$ cat config.mk
export PLATFORM = sky130hd
export DESIGN_NAME = ram_128x8
export DESIGN_NICKNAME = d
export VERILOG_FILES = /design/src/rtl/ram_128x8.sv
export SDC_FILE = /design/constraint.sdc
export NUM_CORES = 1
export LEC_CHECK = 0
export ABC_CLOCK_PERIOD_IN_PS = 5700
export CORE_MARGIN = 2
export CORE_UTILIZATION = 50
export DETAILED_ROUTE_END_ITERATION = 10
export PLACE_DENSITY = 0.64
export REMOVE_ABC_BUFFERS = 1
export SYNTH_ARGS = -nofsm -noshare
export SYNTH_HDL_FRONTEND = slang
export SYNTH_SLANG_ARGS = --single-unit
export TNS_END_PERCENT = 50
$ cat constraint.sdc
create_clock -name clk -period 5.7 [get_ports clk]
set_clock_uncertainty 0.2 [all_clocks]
set_input_delay 0.57 -clock clk [delete_from_list [all_inputs] [get_ports clk]]
set_output_delay 0.57 -clock clk [all_outputs]
set_load 0.1 [all_outputs]
$ cat src/rtl/ram_128x8.sv
// Single-port 128x8 byte RAM bank. A rising edge on Enable starts an access that
// completes one clock later, signalled by MOC returning high.
module ram_128x8 (
    input  logic       clk,
    input  logic       rst_n,
    input  logic       Enable,
    input  logic       ReadWrite,
    input  logic [8:0] Address,
    input  logic [7:0] DataIn,
    output logic [7:0] DataOut,
    output logic       MOC
);

    typedef enum logic {
        IDLE   = 1'b0,
        ACCESS = 1'b1
    } state_t;

    state_t      r_state;
    state_t      w_nextState;

    logic        r_enQ;
    logic        r_rw;
    logic        r_moc;
    logic [6:0]  r_addr;
    logic [7:0]  r_data;
    logic [7:0]  r_dataOut;
    logic [7:0]  r_mem [0:127];

    logic        w_start;
    logic        w_latch;
    logic        w_memWrite;
    logic        w_mocNext;
    logic [7:0]  w_dataOutNext;
    logic        w_unused;

    // The upper address bits are deliberately ignored so addresses wrap modulo 128.
    assign w_unused = ^Address[8:7];

    assign w_start = Enable & ~r_enQ;

    always_ff @(posedge clk or negedge rst_n) begin
        if (!rst_n) begin
            r_state <= IDLE;
        end else begin
            r_state <= w_nextState;
        end
    end

    always_comb begin
        w_nextState = r_state;
        case (r_state)
            IDLE:    if (w_start) w_nextState = ACCESS;
            ACCESS:  w_nextState = IDLE;
            default: w_nextState = IDLE;
        endcase
    end

    always_comb begin
        w_latch       = 1'b0;
        w_memWrite    = 1'b0;
        w_mocNext     = r_moc;
        w_dataOutNext = r_dataOut;
        case (r_state)
            IDLE: begin
                if (w_start) begin
                    w_latch   = 1'b1;
                    w_mocNext = 1'b0;
                end
            end
            ACCESS: begin
                w_mocNext = 1'b1;
                if (r_rw) begin
                    w_dataOutNext = r_mem[r_addr];
                end else begin
                    w_memWrite = 1'b1;
                end
            end
            default: begin
                w_mocNext = 1'b0;
            end
        endcase
    end

    // Request fields are captured at the start edge so later input changes cannot
    // disturb the access in flight.
    always_ff @(posedge clk or negedge rst_n) begin
        if (!rst_n) begin
            r_enQ     <= 1'b0;
            r_rw      <= 1'b0;
            r_addr    <= 7'd0;
            r_data    <= 8'd0;
            r_moc     <= 1'b0;
            r_dataOut <= 8'd0;
        end else begin
            r_enQ     <= Enable;
            r_moc     <= w_mocNext;
            r_dataOut <= w_dataOutNext;
            if (w_latch) begin
                r_rw   <= ReadWrite;
                r_addr <= Address[6:0];
                r_data <= DataIn;
            end
        end
    end

    // Storage has no reset; a reset mid-access returns the FSM to IDLE so the
    // pending write never reaches the array.
    always_ff @(posedge clk) begin
        if (w_memWrite) begin
            r_mem[r_addr] <= r_data;
        end
    end

    assign DataOut = r_dataOut;
    assign MOC     = r_moc;

endmodule

==> impl_metrics.csv <==
group,metric,value,unit
synthesis,ys_seq_area_frac,0.757,
timing,finalMaxSlewViolations,0,
clock_tree,htree_levels,3,
timing,setup_ws,1440,ps
synthesis,syn_area,41500,um^2
drt,vias,23900,
timing,worst_pin_slew,1160,ps
setup_path,reg2regPathDepth,7,
final_layout,fin_util,0.570,
status,status,"finished clean",
clock_tree,cts.sinks,1051,
clock_tree,cts_setup_buffers,0,
power,p_leak,14.9,nW
setup_path,crit_type,"flip-flop to flip-flop",
floorplan,fp-row-count,105,
final_layout,area_growth,12.7,%
global_route,antenna_found_initial,0,
final_layout,final_layout_size_suffix_gt1_frac,0.185,
setup_path,end_kind,"flip-flop",
synthesis,synthXorXnorAreaFrac,0,
global_route,grt_pass1_wl,167,mm
timing,fin_hold_ws,196,ps
floorplan,core-area,82100,um^2
setup_path,slowest_stage,"or2_1",
place,post-dp-hpwl,68.7,mm
power,totalPowerFinal,0.0188,W
global_route,grt.total_usage,0.272,
floorplan,dieWidth,292,um
drt,drc_errors,0,
drt,avgRoutedWirePerCell,31.7,um
synthesis,yosys_warnings,0,
synthesis,synth_flop_cell,"edfxtp_1",
synthesis,syn_avg_cell_area,17.5,um^2
synthesis,synth_seq_cells,1051,
synthesis,yosys.area.top_type,"edfxtp_1",
setup_path,critPathRequiredTime,6030,ps
drt,viasPerCell,6.53,
timing,rsz0062_at_grt,"false",
synthesis,syn_inst,2377,
timing,setup-violations-final,0,
synthesis,synth_top_family_by_area,"multiplexers",
final_layout,mostFrequentLayoutCells,"edfxtp_1 (1024), nor2_1 (207), buf_4 (146)",
timing,finalCriticalPeriod,4260,ps
global_route,grt_pass1_vias,23700,
synthesis,synth_compound_area_frac,0.0823,
drt,drt_first_pass_iters,5,
synthesis,synth_area_leaders,"edfxtp_1 (74%), mux4_2 (4.0%), mux2i_1 (3.1%), a221oi_1 (2.4%), nor2_1 (1.9%)",
clock_tree,cts_root_buffer,"clkbuf_16",
synthesis,ys_types,81,
drt,drt_wl_total,116,mm
synthesis,netlist.area_leader.share,0.741,
place,dpl.cell_count,3464,
job,drv_cap,0,
drt,drt.antenna.violating_nets,0,
floorplan,start_util,0.506,
clock_tree,clk_latency,680,ps
clock_tree,cts_tree,"done",
timing,clock.fmax,0.235,GHz
place,place_ws,1650,ps
floorplan,io_pins,30,
worst_hold_path,hold_path_class,"input port to flip-flop",
floorplan,die_h,292,um
setup_path,cp-start-kind,"flip-flop",
global_route,overflow,0,
setup_path,critPathArrivalTime,4580,ps
power,worst_ir_drop_vdd,0.000264,V
floorplan,die_area,85400,um^2
setup_path,crit_top_cell,"o311ai_0",
place,gp_congestion,0.841,
clock_tree,clk_pin_slew,70,ps
power,p_per_area,401,nW/um^2
clock_tree,cts_buffers,104,
setup_path,worstPathMaxFanout,36,
final_layout,fin_nets,2522,
drt,drt_iter0_markers,3235,
clock_tree,cts-root-to-sink-buffers,3,
global_route,grt_max_degree,94,
setup_path,cpPeakStageDelay,950,ps
place,portBuffers,27,
synthesis,synthSimpleGateAreaFrac,0.0433,
synthesis,synthAdderAreaFrac,0,
synthesis,synthMuxAreaShare,0.0920,
timing,final.period_utilization,0.747,
synthesis,async_flop_share,0.0257,
synthesis,synth_edf_count,1024,
timing,slew_headroom,0.224,
worst_hold_path,min_path_cells,1,
final_layout,mostFrequentLayoutCell,"edfxtp_1",
setup_path,path_cells,"or2_1 -> buf_4 -> o311ai_0 -> o311ai_0 -> nand3_1 -> o311ai_1 -> a41oi_1",
timing,hold_viol,0,
final_layout,layout.cells.non_filler,3662,
==> power breakdown <==
group	switching, W	internal [W]
registers	0.000303	0.00887
clock network	0.00285	0.00402
logic	0.00194	0.000799
total	0.00509	0.0137
==> layer usage <==
metal / vias to the layer above / global-route usage / wire length, um
met5: - / 0 / 0
met4: 0 / 0.122 / 5270
met3: 306 / 0.0604 / 12700
met2: 1506 / 0.414 / 53100
met1: 12200 / 0.379 / 45200
li1: 9889 / - / -
==> cells in the mapped netlist, types with 5 or more instances <==
cell type,number
nor2_1,208
a211oi_1,7
buf_2,52
a221oi_1,116
nand3_1,22
o211ai_1,16
clkbuf_1,42
o2bb2ai_1,9
a21oi_1,71
mux2_2,68
a31oi_1,7
a22oi_1,34
o22ai_1,21
o221ai_1,16
mux2i_1,128
nand4_1,7
nor2b_1,7
a22o_1,23
and3_1,5
o21ai_0,69
dfrtp_1,27
o21ai_1,9
a221o_1,14
and2_1,7
buf_4,32
a2111oi_0,6
edfxtp_1,1024
mux4_2,73
buf_6,24
nand2_1,117
o2111ai_1,5
nor3_1,17
nand2b_1,10
==> through the flow <==
| step | TNS (ps) | area [um^2] |
|---|---|---|
| 2_1_floorplan | -2377730 | 40500 |
| 3_3_place_gp | 0 | 43300 |
| 3_5_place_dp | 0 | 43300 |
| 4_1_cts | 0 | 46800 |
| 5_1_grt | 0 | 46800 |
| 6_report | 0 | 46800 |
==> final cells by class <==
type	count	area, um^2
Antenna cell	3	7.51
Clock buffer	142	2870
Clock inverter	52	547
Fill cell	6143	35300
Inverter	6	23.8
Multi-Input combinational cell	1160	9070
Sequential cell	1051	31500
Tap cell	1070	1340
Timing Repair Buffer	178	1450
==> what timing repair did <==
item                                   CTS  global route
endpoints found under the hold margin   27             0
hold buffers                             1             0
gates resized for setup                  0             0
==> worst paths after layout <==
check,from,end,slack (ps)
setup / recovery,r_addr[0],DataOut[5],1440
setup reg to reg,r_addr[0],DataOut[5],1440
max in group asynchronous,rst_n,r_addr[0],4290
hold / removal,Enable,r_enQ,200
min in group asynchronous,rst_n,r_data[2],350
hold reg to reg,MOC,MOC,290
==> flip-flops by register name (all words and copies together) (netlist names) <==
register,flops
r_mem,1024
MOC,1
DataOut,8
r_addr,7
r_enQ,1
r_rw,1
r_state,1
r_data,8
==> worst max-delay path: cells and delay by family, from the launching register on <==
kind            cells  cell delay [ps]
flops               1              830
buf+inv             1              380
simple gates        2             1350
compound gates      4             1330
==> kinds of logic after synthesis <==
| logic type | after synthesis |
|---|---|
| AND/OR/NAND/NOR | 420 |
| AO/OA/AOI/OAI | 465 |
| multiplexers | 275 |
| buffers and inverters | 166 |
| flip-flops | 1051 |
Note: power is estimated with default switching activity, not from simulation.
